$ cat config.mk
export PLATFORM = sky130hd
export DESIGN_NAME = stream_mux_arb
export DESIGN_NICKNAME = d
export VERILOG_FILES = /design/src/rtl/stream_mux_arb.sv
export SDC_FILE = /design/constraint.sdc
export NUM_CORES = 1
export LEC_CHECK = 0
export ABC_AREA = 0
export CAP_MARGIN = 20
export CORE_UTILIZATION = 45
export CTS_CLUSTER_DIAMETER = 200
export DETAILED_ROUTE_END_ITERATION = 16
export DONT_BUFFER_PORTS = 1
export PLACE_DENSITY = 0.64
export RECOVER_POWER = 25
export SYNTH_ARGS = -nofsm -noshare
export SYNTH_HDL_FRONTEND = slang
export SYNTH_SLANG_ARGS = --single-unit
$ cat constraint.sdc
create_clock -name CLK -period 4 [get_ports CLK]
set_input_delay 0.2 -clock CLK [delete_from_list [all_inputs] [get_ports CLK]]
set_output_delay 0.2 -clock CLK [all_outputs]
set_load 0.01 [all_outputs]
$ cat src/rtl/stream_mux_arb.sv
// rtl/stream_mux_arb.sv - N-channel stream mux with round-robin/fixed-priority arbiter and registered output
module stream_mux_arb #(
    parameter int n    = 4,
    parameter int CH   = 4,
    parameter int MODE = 0,
    localparam int SW  = (CH > 1) ? $clog2(CH) : 1
) (
    input  logic              CLK,
    input  logic              RST,
    input  logic [CH*n-1:0]   D,
    input  logic [CH-1:0]     V,
    output logic [CH-1:0]     R,
    output logic [n-1:0]      Y,
    output logic              YV,
    input  logic              YR,
    output logic [SW-1:0]     S
);

    logic [n-1:0]  y_q, y_d;
    logic [SW-1:0] s_q, s_d;
    logic          yv_q, yv_d;
    logic [SW-1:0] p_q, p_d;

    logic          ld;
    logic          found;
    logic          grant;
    logic [SW-1:0] g;
    logic [SW-1:0] cand;
    logic [n-1:0]  sel_data;

    assign ld    = ~yv_q | YR;
    assign grant = found & ld & ~RST;

    // Round-robin starts one past the last winner; fixed priority always starts at 0.
    always_comb begin
        found = 1'b0;
        g     = '0;
        cand  = '0;
        for (int i = 0; i < CH; i++) begin
            if (MODE == 0) begin
                cand = SW'((int'(p_q) + i + 1) % CH);
            end else begin
                cand = SW'(i);
            end
            if (!found && V[cand]) begin
                found = 1'b1;
                g     = cand;
            end
        end
    end

    always_comb begin
        R        = '0;
        sel_data = '0;
        for (int k = 0; k < CH; k++) begin
            if (SW'(k) == g) begin
                sel_data = D[k*n +: n];
                R[k]     = grant;
            end
        end
    end

    always_comb begin
        y_d  = y_q;
        s_d  = s_q;
        yv_d = yv_q;
        p_d  = p_q;
        if (grant) begin
            y_d  = sel_data;
            s_d  = g;
            yv_d = 1'b1;
            if (MODE == 0) begin
                p_d = g;
            end
        end else if (ld) begin
            yv_d = 1'b0;
        end
    end

    always_ff @(posedge CLK) begin
        if (RST) begin
            y_q  <= '0;
            s_q  <= '0;
            yv_q <= 1'b0;
            p_q  <= SW'(CH - 1);
        end else begin
            y_q  <= y_d;
            s_q  <= s_d;
            yv_q <= yv_d;
            p_q  <= p_d;
        end
    end

    assign Y  = y_q;
    assign YV = yv_q;
    assign S  = s_q;

endmodule
* Word level (Yosys, flattened, before mapping) *
Cells that the tools add are included.

storage, ports and cells
  register bits = 9
  input port bits = 23
  output and inout port bits = 11
  logic and storage cells = 56

cells by class
  add/subtract/negate cells = 6
  order comparisons = 4
  equal/unequal tests = 3
  muxes and demuxes = 26
  bitwise gates (word level) = 5
  reductions and logical operators = 8

operator list
  cell                                                count
  2-to-1 mux 4 bit                                    4
  2-to-1 mux 1 bit                                    14
  < comparator 2 x 3 -> 1 bit, second input constant  4
  adder 2 x 1 -> 2 bit, second input constant         4
  binary-select mux 1 bit (select 2 bit)              4
  2-to-1 mux 2 bit                                    4
  adder 2 bit, second input constant                  2
  == test 2 bit, first input constant                 2
  logical AND 1 bit                                   3
  logical NOT 1 bit                                   3
  AND 1 bit                                           2
  == test 1 x 2 -> 1 bit, first input constant        1
  logical NOT 2 bit                                   1
  inverter 1 bit                                      2
  nonzero test 2 bit                                  1
  OR 1 bit                                            1

* Logic depth before layout (Yosys ltp) *
Gate-level depths: netlist (run 1).

  depth after elaboration = 18
  mapped depth = 6

* Least setup slack after synthesis (run 1) *
Ideal clock, no wire load.

  path kind = flip-flop to flip-flop
  from = register p_q[0]
  to = register y_q[0], in the netlist Y[0]
  library setup time = 67 ps
  arrival time = 1,355 ps
  required time = 3,933 ps
  setup slack = 2,578 ps
  cell stages (with the launch flop) = 7
  buffers on the path = 1
  period minus slack after synthesis = 1,422 ps
  cell sequence = dfxtp_1 -> nand2b_1 -> o21ai_1 -> a211o_1 -> buf_2 -> mux2_4 -> o21ai_2

between the ends
  word-level cells in the longest chain between the ends = 18

RTL lines
  item                                                                           line  RTL
  start: declaration                                                             22    logic [SW-1:0] p_q, p_d;
  start signal: assignment                                                       85    p_q <= SW'(CH - 1);
  start signal: assignment                                                       90    p_q <= p_d;
  parallel branches: the longest is 18 deep, another holds adder 2 x 1 -> 2 bit  -
  end signal: assignment                                                         87    y_q <= y_d;
  end: declaration                                                               19    logic [n-1:0] y_q, y_d;

Several ways; the timed one is not identified. The select of a mux whose other input is x is not followed.
A chain may end at the register's enable or synchronous reset.

* Worst setup path after layout (run 1) *
  from = register p_q[0]
  to = output port R[3]

between the ends
  word-level cells in the longest chain between the ends = 16

RTL lines
  item                                                                           line  RTL
  parallel branches: the longest is 15 deep, another holds adder 2 x 1 -> 2 bit  -
  2-to-1 mux 1 bit (*)                                                           56    if (SW'(k) == g) begin
  end: declaration                                                               12    output logic [CH-1:0] R,

Every way passes the cells marked *. The select of a mux whose other input is x is not followed.

==> metrics.txt, run 1 <==
Setup Skew=0.00308 ns; clock slew at reported path FFs=0.07 ns; Hold Crit Class=in2reg; Fin. Hold Viols=0; Max-slew headroom=40.7%; worst-margin pin slew=0.887 ns; register area share after synthesis=30.3%; Comb pwr share=29.1%; number of global-route vias before repair=406; fmax=0.461 GHz; Die X=38.3 um; Worst EP required=3.80 ns; Placement Setup Slack=2.11 ns; Area Growth Syn to Fin=4.84%; initial antenna violation count=0; leading area contributor after synthesis=dfxtp_1; Setup-failing EPs final=0; DR WL/cell=14.1 um; core area=1170 sq um; setup TNS=0 ns; LEAKAGE=0.251 nW; register bit total from synthesis=9; total CTS buffers=3; asr flop ratio synth=0%; Final Cycle Share=54.2%; Max Root-Sink Buffers=2; worst-case reg-to-reg path depth=5; count of cell types in the netlist=23; H-Tree Depth=1; worst skew pair latency=0.26 ns; Seq pwr share=43.4%; Yosys warnings=0; Die H=38.3 um; clock group share of total power=27.5%; pwr dens=427 nW/um^2; CTS sink cnt=9; Post-synth EDFFs=0; Pint=0.182 mW; post-CTS setup buffer count=0; port buffer count=0; Critical Path Max Stage Delay=0.74 ns; Layout Nets=91; Slew Viols, Final=0; I/O pins=34; fin crit period=2.17 ns; cell count after synthesis=66; top_reg_cell synth=dfxtp_1; num rows=12; Iteration-0 DRC Markers=1; Starting Density=50.7%; mean post-synth cell area=9.00 sq um; most frequent cells in the layout=dfxtp_1 (9), nor2_1 (8), mux2i_1 (8); total global routing overflow=0; RSZ-0062 raised after global routing=false; Top Family by Delay on Critical Path=compound AO/OA/AOI/OAI gates; Cell Chain, Critical Path=nand2b_1, a211oi_2, nand2_1, nor2b_1; layout cell share with drive strength beyond 1=17.9%; WP depth=4; sw frac=31.4%; critical path class=reg2out; worst path buffer plus inverter count=0; crit start category=register; Total Routing Usage GR=17.1%; Slowest-stage cell, CP=a211oi_2; antenna viol nets, final=0; Placer Congestion=0.879; clk root buf=clkbuf_4; first-pass GRT wire length=1700 um; Sw Pwr=0.0836 mW; synthesized cell area=594 sq um; WHS Path Cells=1; Vias/cell=5.81; crit end category=primary output; largest net degree at the start of global routing=11; WP data arrival=1.97 ns; Die ar.=1470 sq um; Post-DP HPWL=846 um; max_cap viols=0; status=finished clean; diode count=0; setup ws final=1.83 ns; CP Max Fanout=10; fill cell count=115; DRC=0; Resized Gates After CTS=0; total number of vias=471; synth top area cells=dfxtp_1 (30%), mux2i_1 (13%), mux2_4 (10%); TritonRoute pass-1 iters=2; routed wire length=1140 um; Peak supply drop=188 uV; CTS tree=done; Synth top area share=30.3%; most common cell after layout, fill and taps aside=dfxtp_1; Mapped Nets=89
[worst register-to-register path, stage by stage, from the launching register on]
cell and delay, ns:
dfxtp_1 0.33, nand2b_1 0.18, a211oi_2 0.74, mux2i_1 0.18, mux2_4 0.30, o21ai_2 0.10
[power groups by stage]
stage,registers (mW),clock network (mW),logic [mW]
finish,0.115,0.0732,0.0774
global placement,0.117,0,0.0760
global route,0.118,0.0793,0.0841
floorplan,0.115,0,0.0752
CTS,0.116,0.0744,0.0785
detailed placement,0.118,0,0.0773
[final timing paths]
kind / slack [ns] / endpoint / startpoint
hold reg to reg: 0.51 / S[1]$_SDFFE_PP0P_ / S[1]$_SDFFE_PP0P_
hold / removal: 0.008 / S[0]$_SDFFE_PP0P_ / RST
setup / recovery: 1.83 / R[3] / p_q[0]$_SDFFE_PP1P_
setup reg to reg: 2.10 / Y[0]$_SDFFE_PP0P_ / p_q[0]$_SDFFE_PP1P_
[Yosys cell counts, types with 2 or more instances]
cell type and n:
a21oi_1 2, mux2i_1 8, nand2_1 2, dfxtp_1 9, nor2_1 8, nand2b_1 4, buf_2 2, nor3_1 4
nand3b_1 4, mux2_4 4, o21ai_2 4, nor2b_1 4
[final cells by class]
| class | count | area, sq um | share of cell area, % |
|---|---|---|---|
| tap | 14 | 17.5 | 2.81 |
| sequential | 9 | 180 | 28.9 |
| timing repair buffer | 1 | 10.0 | 1.61 |
| clock buffer | 4 | 26.3 | 4.22 |
| multi-input combinational | 52 | 385 | 61.8 |
| inverter | 1 | 3.75 | 0.602 |
[repair_timing]
| action | 4_1_cts | 5_1_grt |
|---|---|---|
| setup endpoints to repair | 0 | 0 |
| hold endpoints to repair | 2 | 0 |
| hold buffers | 1 | 0 |
[sequential cells by signal, indices dropped and copies added, names as in the netlist]
register / count
YV: 1
p_q: 2
S: 2
Y: 4
[metal layers]
layer	share of wire (%)	global-route usage [%]	routed length, um
met5	0	0	0
met4	2.5	10.3	28
met3	7.7	4.65	88
met2	44	25.8	502
met1	46	21.5	522
[through the flow]
stage	utilization [%]	area (sq um)	hold slack (ns)	power [mW]	std cells
after global placement	50.1	587	0.272	0.193	76
after CTS	53.2	623	0.00429	0.269	81
after detailed placement	50.1	587	0.273	0.195	76
after floorplan	-	594	0.421	0.190	66
after global routing	53.2	623	0.0104	0.281	81
final	53.2	623	0.00847	0.266	81
[cells by family after synthesis]
| kind of cell | share of synthesized area [%] |
|---|---|
| DFF | 30.3 |
| and+or+nand+nor | 26.5 |
| muxes | 23.6 |
| buffers and inverters | 4.84 |
| AOI/OAI and AO/OA | 14.7 |
No activity file was read; power rests on OpenSTA's default activity.
==> run 2, diff against run 1 <==
clock period = 2.1 ns   (was 4 ns; I/O delays follow)
==> run 2 against run 1 <==
Against the previous run:
- routed wire length up 0.44%
- sequential power up 91%
- largest power group unchanged
- die area unchanged
- critical path type unchanged
- count of clock-buffer cells in the layout unchanged
- sequential share of layout area down 0.34 points
==> metrics.txt, run 2 (synthesized netlist as in run 1, its figures left out) <==
core area=1170 sq um (unchanged); launch point of the worst reg-to-reg path=p_q[0]$_SDFFE_PP1P_ (unchanged); critical path class=reg2out (unchanged); Total Routing Usage GR=19.4% (was 17.1%); fill cell count=119 (was 115); met2 Use GR=29.7% (was 25.8%); Max-slew headroom=62.7% (was 40.7%); antenna viol nets, final=0 (unchanged); DR WL/cell=14.0 um (was 14.1 um); Setup-failing EPs final=0 (unchanged); Slew Viols, Final=0 (unchanged); worst-margin pin slew=0.555 ns (was 0.887 ns); Final Cycle Share=82.4%; Critical Path End=R[1] (was R[3]); number of global-route vias before repair=421 (was 406); crit end category=primary output (unchanged); Reg2Reg Setup Slack=0.55 ns (was 2.10 ns); diode count=0 (unchanged); CTS sink cnt=9 (unchanged); GRT met3 Usage=10.5% (was 4.65%); LEAKAGE=0.255 nW (was 0.251 nW); initial antenna violation count=0 (unchanged); crit start category=register (unchanged); post-CTS setup buffer count=0 (unchanged); port buffer count=0 (unchanged); Placer Congestion=0.832 (was 0.879); most used routing layer=met2 (unchanged); TritonRoute pass-1 iters=4 (was 2); Max Root-Sink Buffers=2 (unchanged); CP Max Fanout=5 (was 10); largest net degree at the start of global routing=11 (unchanged); first-pass GRT wire length=1860 um (was 1700 um); pwr dens=808 nW/um^2 (was 427 nW/um^2); Die H=38.3 um (unchanged); fmax=0.578 GHz; clk root buf=clkbuf_4 (unchanged); Die X=38.3 um (unchanged); layout cell share with drive strength beyond 1=19.1% (was 17.9%); Fin. Hold Viols=0 (unchanged); Hold Crit Class=in2reg (unchanged); WP data arrival=1.63 ns (was 1.97 ns); Peak supply drop=338 uV (was 188 uV); H-Tree Depth=1 (unchanged); I/O pins=34 (unchanged); hold slack=0.0252 ns (was 0.00847 ns); routing usage on met1=21.3% (was 21.5%); Crit. Startpoint=YV$_SDFFE_PP0P_ (was p_q[0]$_SDFFE_PP1P_); total CTS buffers=3 (unchanged); max_cap viols=0 (unchanged); Setup Skew=0.00509 ns (was 0.00308 ns); Worst EP required=2.00 ns (was 3.80 ns); Area Growth Syn to Fin=6.11% (was 4.84%); Layout Nets=92 (was 91); most common cell after layout, fill and taps aside=dfxtp_1 (unchanged); status=finished clean (unchanged); Crit Reg-Reg Endpoint=Y[3]$_SDFFE_PP0P_ (was Y[0]$_SDFFE_PP0P_); num rows=12 (unchanged); routed wire length=1150 um (was 1140 um); Final Cell Area=631 sq um (was 623 sq um); DRC=0 (unchanged); final core occ=53.8% (was 53.2%); setup TNS=0 ns (unchanged); RSZ-0062 raised after global routing=false (unchanged); max FFs per register=4 (unchanged); total number of vias=476 (was 471); clock slew at reported path FFs=0.06 ns (was 0.07 ns); Starting Density=50.7% (unchanged); total global routing overflow=0 (unchanged); fin crit period=1.73 ns; Iteration-0 DRC Markers=9 (was 1); Vias/cell=5.80 (was 5.81); Resized Gates After CTS=0 (unchanged); CTS tree=done (unchanged); worst-case reg-to-reg path depth=5 (unchanged); worst skew pair latency=0.27 ns (was 0.26 ns); Post-DP HPWL=853 um (was 846 um); Die ar.=1470 sq um (unchanged); total power=0.510 mW (was 0.266 mW); most frequent cells in the layout=dfxtp_1 (9), nor2_1 (8), mux2i_1 (8) (unchanged); Area after DPL=594 sq um (was 587 sq um)
==> run 2: changes by cell type in the layout (fill, tap and decap cells not counted) <==
cell	delta
buf_4	+1
==> run 2: per-stage QoR <==
stage	instances	setup slack (ns)
CTS	82	0.364
global route	82	0.178
detailed placement	77	0.544
finish	82	0.369
floorplan	66	0.678
global placement	77	0.621
==> run 2: layout make-up <==
type | count | area (sq um) | share of cell area [%]
inverters | 1 | 3.75 | 0.595
multi-input cells | 52 | 385 | 61.1
clock buffers | 4 | 26.3 | 4.17
well taps | 14 | 17.5 | 2.78
flip-flops and latches | 9 | 180 | 28.6
repair buffers | 2 | 17.5 | 2.78
==> run 2: critical path, cell delays in order, from the launching register on <==
cell and delay (ns):
dfxtp_1 0.34, nor2b_1 0.16, nor3_1 0.44, nand2b_1 0.18, nor2b_1 0.25
==> run 2: repair_timing <==
action,4_1_cts,5_1_grt
setup endpoints to repair,0,0
hold buffers,1,0
endpoints found under the hold margin,5,0
==> run 2: how the worst min path moves through the flow <==
stage / slack, ns / endpoint / start / cells after the start
2_1_floorplan: 0.33 / YV$_SDFFE_PP0P_ / YR / 3
3_3_place_gp: 0.18 / S[1]$_SDFFE_PP0P_ / RST / 1
3_5_place_dp: 0.18 / S[1]$_SDFFE_PP0P_ / RST / 1
4_1_cts: 0.01 / Y[3]$_SDFFE_PP0P_ / RST / 2
5_1_grt: 0.02 / Y[1]$_SDFFE_PP0P_ / RST / 2
6_report: 0.03 / Y[0]$_SDFFE_PP0P_ / RST / 2
==> run 2: per-layer routing <==
layer  vias up  part of all wire (%)
met3         4                    11
met5         -                     0
met4         0                   1.8
met1       204                    44
met2        29                    44
li1        239                     -
==> run 2: where the power goes <==
group | switching (mW) | leakage [nW] | total (mW) | internal [mW]
Combinational | 0.0695 | 0.165 | 0.152 | 0.0827
Clock | 0.0643 | 0.0150 | 0.138 | 0.0734
Sequential | 0.0253 | 0.0750 | 0.220 | 0.195
